$ cat src/rtl/bus_pkg.sv
// Shared bus types: split entry states and id widths.
// Used by bus_split_controller and split_entry.
package bus_pkg;

   localparam int NUM_MASTERS = 2;
   localparam int NUM_SLAVES  = 3;

   typedef logic [$clog2(NUM_MASTERS)-1:0] master_id_t;
   typedef logic [$clog2(NUM_SLAVES)-1:0]  slave_id_t;

   typedef enum logic [1:0] {
      EMPTY      = 2'd0,
      SPLIT_WAIT = 2'd1,
      RESUME     = 2'd2
   } split_state_t;

endpackage

$ cat src/rtl/split_entry.sv
// One split entry: EMPTY -> SPLIT_WAIT -> RESUME -> EMPTY.
// Optional pending timeout with `define SPLIT_TIMEOUT_EN.
module split_entry #(
   parameter int NUM_MASTERS    = 2,
   parameter int TIMEOUT_CYCLES = 255,
   parameter int CNT_W          = 8,
   localparam int MID_W = (NUM_MASTERS > 1) ? $clog2(NUM_MASTERS) : 1
) (
   input  logic                   CLK,
   input  logic                   RSTN,
   input  logic                   capture,
   input  logic [MID_W-1:0]       cap_mid,
   input  logic                   sbsy,
   input  logic [NUM_MASTERS-1:0] grant,
   output logic                   pend,
   output logic [NUM_MASTERS-1:0] wait_vec,
   output logic [NUM_MASTERS-1:0] resume_vec,
   output logic [NUM_MASTERS-1:0] err_evt
);
   import bus_pkg::*;

   split_state_t           state_q;
   logic [MID_W-1:0]       mid_q;
   logic [NUM_MASTERS-1:0] mid_oh;
   logic                   granted;
   logic                   timeout;

   assign mid_oh  = NUM_MASTERS'(1) << mid_q;
   assign granted = |(grant & mid_oh);

`ifdef SPLIT_TIMEOUT_EN
   logic [CNT_W-1:0] cnt_q;

   // A completing grant on the same edge beats the timeout
   assign timeout = (state_q != EMPTY)
                 && (cnt_q == CNT_W'(TIMEOUT_CYCLES - 1))
                 && !((state_q == RESUME) && granted);

   always_ff @(posedge CLK or negedge RSTN) begin
      if (!RSTN)
         cnt_q <= '0;
      else if (state_q == EMPTY)
         cnt_q <= '0;
      else
         cnt_q <= cnt_q + 1'b1;
   end
`else
   assign timeout = 1'b0;
`endif

   always_ff @(posedge CLK or negedge RSTN) begin
      if (!RSTN) begin
         state_q <= EMPTY;
         mid_q   <= '0;
      end else if (timeout) begin
         state_q <= EMPTY;
      end else begin
         unique case (state_q)
            EMPTY: begin
               if (capture) begin
                  state_q <= SPLIT_WAIT;
                  mid_q   <= cap_mid;
               end
            end
            SPLIT_WAIT: if (!sbsy) state_q <= RESUME;
            RESUME:     if (granted) state_q <= EMPTY;
            default:    state_q <= EMPTY;
         endcase
      end
   end

   assign pend       = (state_q != EMPTY);
   assign wait_vec   = (state_q == SPLIT_WAIT) ? mid_oh : '0;
   assign resume_vec = (state_q == RESUME) ? mid_oh : '0;
   assign err_evt    = timeout ? mid_oh : '0;

endmodule

$ cat src/rtl/bus_split_controller.sv
// Split-transaction bookkeeping, one entry per slave.
// Optional pending timeout with `define SPLIT_TIMEOUT_EN.
module bus_split_controller #(
   parameter int NUM_MASTERS    = 2,
   parameter int NUM_SLAVES     = 3,
   parameter int TIMEOUT_CYCLES = 255,
   parameter int CNT_W          = 8,
   localparam int SEL_W = (NUM_SLAVES > 1) ? $clog2(NUM_SLAVES) : 1,
   localparam int MID_W = (NUM_MASTERS > 1) ? $clog2(NUM_MASTERS) : 1
) (
   input  logic                   CLK,
   input  logic                   RSTN,
   input  logic [NUM_MASTERS-1:0] B_GRANT,
   input  logic                   B_UTIL,
   input  logic [SEL_W-1:0]       B_SLAVE_SEL,
   input  logic [NUM_SLAVES-1:0]  S_SPLIT,
   input  logic [NUM_SLAVES-1:0]  B_SBSY,
   output logic                   B_SPLIT,
   output logic [NUM_MASTERS-1:0] REQ_MASK,
   output logic [NUM_MASTERS-1:0] RESUME_REQ,
   output logic [NUM_MASTERS-1:0] SPLIT_ERR,
   output logic [NUM_SLAVES-1:0]  SPLIT_PEND
);
   import bus_pkg::*;

   logic                   sel_split;
   logic                   cap_ok;
   logic [MID_W-1:0]       cap_mid;
   logic [NUM_SLAVES-1:0]  cap_vec;
   logic [NUM_SLAVES-1:0]  pend;
   logic                   accept;
   logic [NUM_MASTERS-1:0] collide_err;
   logic [NUM_MASTERS-1:0] wait_or;
   logic [NUM_MASTERS-1:0] resume_or;
   logic [NUM_MASTERS-1:0] to_err_or;
   logic [NUM_MASTERS-1:0] wait_v   [NUM_SLAVES];
   logic [NUM_MASTERS-1:0] resume_v [NUM_SLAVES];
   logic [NUM_MASTERS-1:0] err_v    [NUM_SLAVES];
   logic                   b_split_q;
   logic [NUM_MASTERS-1:0] split_err_q;

   // Only the addressed slave's split line counts, and only with a one-hot grant
   always_comb begin
      sel_split = 1'b0;
      cap_mid   = '0;
      cap_vec   = '0;
      for (int s = 0; s < NUM_SLAVES; s++)
         if (B_SLAVE_SEL == SEL_W'(s)) sel_split = S_SPLIT[s];
      for (int m = 0; m < NUM_MASTERS; m++)
         if (B_GRANT[m]) cap_mid = MID_W'(m);
      cap_ok = B_UTIL && sel_split && $onehot(B_GRANT);
      for (int s = 0; s < NUM_SLAVES; s++)
         cap_vec[s] = cap_ok && (B_SLAVE_SEL == SEL_W'(s));
   end

   assign accept      = |(cap_vec & ~pend);
   assign collide_err = (|(cap_vec & pend)) ? B_GRANT : '0;

   for (genvar s = 0; s < NUM_SLAVES; s++) begin : g_entry
      split_entry #(
         .NUM_MASTERS   (NUM_MASTERS),
         .TIMEOUT_CYCLES(TIMEOUT_CYCLES),
         .CNT_W         (CNT_W)
      ) u_entry (
         .CLK       (CLK),
         .RSTN      (RSTN),
         .capture   (cap_vec[s]),
         .cap_mid   (cap_mid),
         .sbsy      (B_SBSY[s]),
         .grant     (B_GRANT),
         .pend      (pend[s]),
         .wait_vec  (wait_v[s]),
         .resume_vec(resume_v[s]),
         .err_evt   (err_v[s])
      );
   end

   always_comb begin
      wait_or   = '0;
      resume_or = '0;
      to_err_or = '0;
      for (int s = 0; s < NUM_SLAVES; s++) begin
         wait_or   = wait_or   | wait_v[s];
         resume_or = resume_or | resume_v[s];
         to_err_or = to_err_or | err_v[s];
      end
   end

   always_ff @(posedge CLK or negedge RSTN) begin
      if (!RSTN) begin
         b_split_q   <= 1'b0;
         split_err_q <= '0;
      end else begin
         b_split_q   <= accept;
         split_err_q <= collide_err | to_err_or;
      end
   end

   assign B_SPLIT    = b_split_q;
   assign REQ_MASK   = ~wait_or;
   assign RESUME_REQ = resume_or;
   assign SPLIT_ERR  = split_err_q;
   assign SPLIT_PEND = pend;

endmodule

$ cat config.mk
export PLATFORM = sky130hd
export DESIGN_NAME = bus_split_controller
export DESIGN_NICKNAME = d
export VERILOG_FILES = /design/src/rtl/bus_pkg.sv /design/src/rtl/split_entry.sv /design/src/rtl/bus_split_controller.sv
export SDC_FILE = /design/constraint.sdc
export NUM_CORES = 1
export LEC_CHECK = 0
export ABC_AREA = 0
export BUFFER_PORTS_ARGS = -buffer_cell sky130_fd_sc_hd__clkbuf_2
export CORE_UTILIZATION = 45
export DETAILED_ROUTE_END_ITERATION = 16
export PLACE_DENSITY = 0.67
export SLEW_MARGIN = 20
export SYNTH_ARGS = -nofsm -noshare
export SYNTH_HDL_FRONTEND = slang
export SYNTH_SLANG_ARGS = --single-unit
export TNS_END_PERCENT = 50
$ cat constraint.sdc
create_clock -name CLK -period 1.59 [get_ports CLK]
set_clock_uncertainty 0.15 [all_clocks]
set_input_delay 0 -clock CLK [delete_from_list [all_inputs] [get_ports CLK]]
set_output_delay 0 -clock CLK [all_outputs]
set_load 0.03 [all_outputs]
Word level (Yosys, flattened, before mapping). Index checks and enable logic that the tools add are counted.

Bits in registers: 12. Bits of input ports: 13. Output and inout port bits: 10.

Add/sub/neg operators: 1. Eq/ne operators: 18. Shift-type cells: 3. Mux-type cells: 23. Bitwise gates (word level): 11. Reductions and logical operators: 23.

Operator list (count): $mux W2 (16); $pmux W2 S3 (3); $ne A2 B1 Y1 const B (6); $eq A2 B1 Y1 const B (5); $reduce_and A3 Y1 (3); $eq A2 B2 Y1 const B (4); $logic_not A2 Y1 (4); $or A2 B2 Y2 (4); $and A2 B2 Y2 (3); $and A3 B3 Y3 (2); $ne A2 B2 Y1 const B (3); $reduce_and A2 Y1 (3); $reduce_bool A2 Y1 (3); $reduce_or A2 Y1 (3); $reduce_or A3 Y1 (2); $shl A1 B1 Y2 const A (3); $logic_and A1 B1 Y1 (5); $mux W1 (4); $not A3 Y3 (1); $add A1 B1 Y2 (1); $not A2 Y2 (1).

Logic depth before layout (Yosys ltp).
Word-level depth: 10. Gate-level depth with buffers: 4. Depth with buffers taken out: 3.

Cells and area by module. A second synthesis with hierarchy kept.

Cells, all modules: 91. Area, all modules: 849.6 um2.

Modules (own cells, without submodules): split_entry (instances 3, cells an instance 20, area each 192.7 um2); bus_split_controller (instances 1, cells an instance 31, area each 271.5 um2).

Worst setup path before layout. Ideal clock, no wire load.

Path kind: register to output. Start: reg g_entry[0].u_entry.state_q[0]. End: out REQ_MASK[1]. Data arrival time: 1.390 ns. Required time: 1.440 ns. Path slack: 0.050 ns. Cell stages (with the launch flop): 3. Buffers on the path: 0. Path through: dfrtp_1 -> nor2b_1 -> a221oi_1.

Cells in the longest elaborated chain, start to end: 5.

Ends and longest elaborated chain: start: declaration (line split_entry.sv:22) `split_state_t state_q;`; start signal: assignment (line split_entry.sv:53) `state_q <= EMPTY;`; start signal: assignment (line split_entry.sv:56) `state_q <= EMPTY;`; start signal: assignment (line split_entry.sv:61) `state_q <= SPLIT_WAIT;`; $eq A2 B1 Y1 (line split_entry.sv:73) `assign wait_vec = (state_q == SPLIT_WAIT) ? mid_oh : '0;`; $mux W2 (line split_entry.sv:73); $or A2 B2 Y2 (2 in a row) (line bus_split_controller.sv:83) `wait_or = wait_or | wait_v[s];`; $not A2 Y2 (line bus_split_controller.sv:100) `assign REQ_MASK = ~wait_or;`; end: declaration (line bus_split_controller.sv:19) `output logic [NUM_MASTERS-1:0] REQ_MASK,`.

Every way passes these cells.

Final worst setup path.
Start: reg g_entry[0].u_entry.state_q[1]. End: out RESUME_REQ[0].

Cells in the longest elaborated chain, start to end: 4.

Ends and longest elaborated chain: $eq A2 B2 Y1 (line split_entry.sv:74) `assign resume_vec = (state_q == RESUME) ? mid_oh : '0;`; $mux W2 (line split_entry.sv:74); $or A2 B2 Y2 (2 in a row) (line bus_split_controller.sv:84) `resume_or = resume_or | resume_v[s];`; end: declaration (line bus_split_controller.sv:20) `output logic [NUM_MASTERS-1:0] RESUME_REQ,`.

Every way passes these cells.

==> out/qor.yml <==
syn_area_um2: 748
dp_cells: 112
cts_tree: "done"
firstDrtPassIters: 4
powerDensity_nw_per_um2: 873
r2r_cells: 3
grt_pass1_vias: 646
crit_type: "flop to output pin"
track_usage: 0.219
synth.avg_cell_area_um2: 9.84
hold_depth: 4
seq_area_frac_synth: 0.401
cts_root_buf: "clkbuf_4"
synth.area.top_cells: "dfrtp_1, mux2_2, nand2b_1"
overflow: 0
rr_endpoint: "g_entry[0].u_entry.mid_q"
arrival_ns: 1.45
syn_inst: 76
period_share: 1.01
hp-class: "primary input to flop"
synth-seq-cells: 12
viasPerCell: 5.30
cp_data_required_time_ns: 1.44
grt_pass1_wl_um: 2880
synth_warnings: 0
wl_um: 1790
slew_violations: 0
worstSetupStartpointType: "flop"
ant_nets: 0
status: "complete, but fails checks"
dieArea_um2: 1830
cp-end-kind: "output pin"
worst_pin_slew_ns: 0.558
clk_latency_ns: 0.28
final_common_cell: "clkbuf_2"
worst_hold_path.endpoint: "g_entry[2].u_entry.state_q[0]"
cts_made_buffers: 3
dp_hpwl_um: 1260
die_w_um: 42.8
slew_headroom: 0.627
holdWs_ns: 0.0118
nets: 124
synth.largest_area_cell: "dfrtp_1"
hp-start: "S_SPLIT[2]"
drv_cap: 0
num_rows: 14
portBuffers: 22
rsz0062_at_grt: "yes"
mostFrequentLayoutCells: "clkbuf_2, dfrtp_1, dlygate4sd3_1, nand2_1"
ctsLongestPathBuffers: 2
vias: 668
instances_no_fill: 126
antenna_found_initial: 0
fmax_mhz: 625
finalWorstSetupSlack_ns: -0.00976
synth_nets: 89
grt_max_degree: 13
chipHeight_um: 42.8
final.min_clock_period_ns: 1.60
syn2layout_area_growth_pct: 37.5
vdd_drop_max_mv: 0.695
drc: 0
ios: 23
timing.rr.start: "g_entry[0].u_entry.state_q[0]"
r2r_setup_slack_ns: 0.10
place_congestion: 0.753
cts_sinks: 12
hold_viol: 0
critPathMaxFanout: 6
violations: "negative setup slack"
yosys.area.top_type_share: 0.401
wl_per_cell_um: 14.2
ys_types: 28
core_um2: 1520
antenna_cells: 0
cts-htree-levels: 1
p_leak_nw: 0.503
clk_pin_slew_worst_paths_ns: 0.08
drt_iter0_drc: 21
final_layout_size_suffix_gt1_frac: 0.373
start_util: 0.491
setup_violations: 1
## metal layers
layer  global-route usage  up-vias  routed length (um)
met2                0.348       24                 861
met3               0.0383        4                  86
met1                0.291      296                 807
met5                    0        -                   0
li1                     -      344                   -
met4               0.0938        0                  29
## worst max path at each step
stage	start	end	slack [ns]	cells past startpoint
2_1_floorplan	g_entry[0].u_entry.state_q[0]	REQ_MASK[1]	0.05	2
4_1_cts	g_entry[0].u_entry.state_q[1]	RESUME_REQ[0]	-0.001	4
3_5_place_dp	g_entry[0].u_entry.state_q[0]	g_entry[0].u_entry.mid_q	0.09	3
5_1_grt	g_entry[0].u_entry.state_q[1]	RESUME_REQ[0]	-0.06	4
3_3_place_gp	g_entry[0].u_entry.state_q[0]	g_entry[0].u_entry.mid_q	0.10	3
6_report	g_entry[0].u_entry.state_q[1]	RESUME_REQ[0]	-0.01	4
## sequential cells by signal, indices dropped and copies added, names as in the netlist
name                     count
g_entry.u_entry.state_q      6
g_entry.u_entry.mid_q        3
SPLIT_ERR                    2
B_SPLIT                      1
## cells in the mapped netlist (all sizes together)
cell type and number:
o32a 1, nand4 3, a21oi 2, dfrtp 12
o22ai 3, nor2 5, o21ai 4, mux2 5
mux2i 2, nand3b 4, or2 1, buf 4
o221ai 2, or3b 1, o211ai 1, and4b 1
xor2 1, nor2b 2, nor4b 1, and2b 1
a221oi 1, nand2b 5, and2 1, inv 4
nand2 6, nand3 3
## worst max-delay path, stage by stage, from the launching register on
cell and delay (ns):
dfrtp_1 0.40, buf_6 0.13, or3b_4 0.38, o221ai_2 0.07, clkbuf_8 0.19
## area by class of cell
type                            instances  area, um2
Inverter                                4       15.0
Sequential cell                        12        302
Multi-Input combinational cell         56        418
Clock buffer                            4       36.3
Fill cell                             128        495
Timing Repair Buffer                   34        238
Tap cell                               16       20.0
## per-stage QoR
stage	instance area (um2)	setup WS [ns]	TNS, ns	power, mW	utilization
6_report	1030	-0.00976	-0.00976	0.898	0.675
5_1_grt	1030	-0.0573	-0.0573	0.941	0.675
4_1_cts	1010	-0.00116	-0.00116	0.892	0.663
3_5_place_dp	863	0.0859	0	0.613	0.567
3_3_place_gp	863	0.102	0	0.608	0.567
2_1_floorplan	748	0.0501	0	0.539	-
## cell families after synthesis
| family | count (synthesis) | share of synthesized area |
|---|---|---|
| flip-flops | 12 | 0.401 |
| AO/OA/AOI/OAI | 14 | 0.124 |
| multiplexers | 7 | 0.107 |
| buffers and inverters | 8 | 0.0602 |
| XOR/XNOR | 1 | 0.0368 |
| AND/OR/NAND/NOR | 34 | 0.271 |
## power by group
group,switching (mW),internal [mW],total (mW)
Clock,0.110,0.139,0.249
Combinational,0.139,0.133,0.272
Sequential,0.0404,0.336,0.377
Total,0.289,0.608,0.898
## timing repair
action / 4_1_cts / 5_1_grt
resized for setup: 5 / 4
endpoints found under the setup margin: 1 / 4
hold endpoints to repair: 21 / 0
pin swaps: 0 / 1
buffers inserted: 0 / 1
hold buffers: 9 / 0
(Power assumes the default switching activity.)
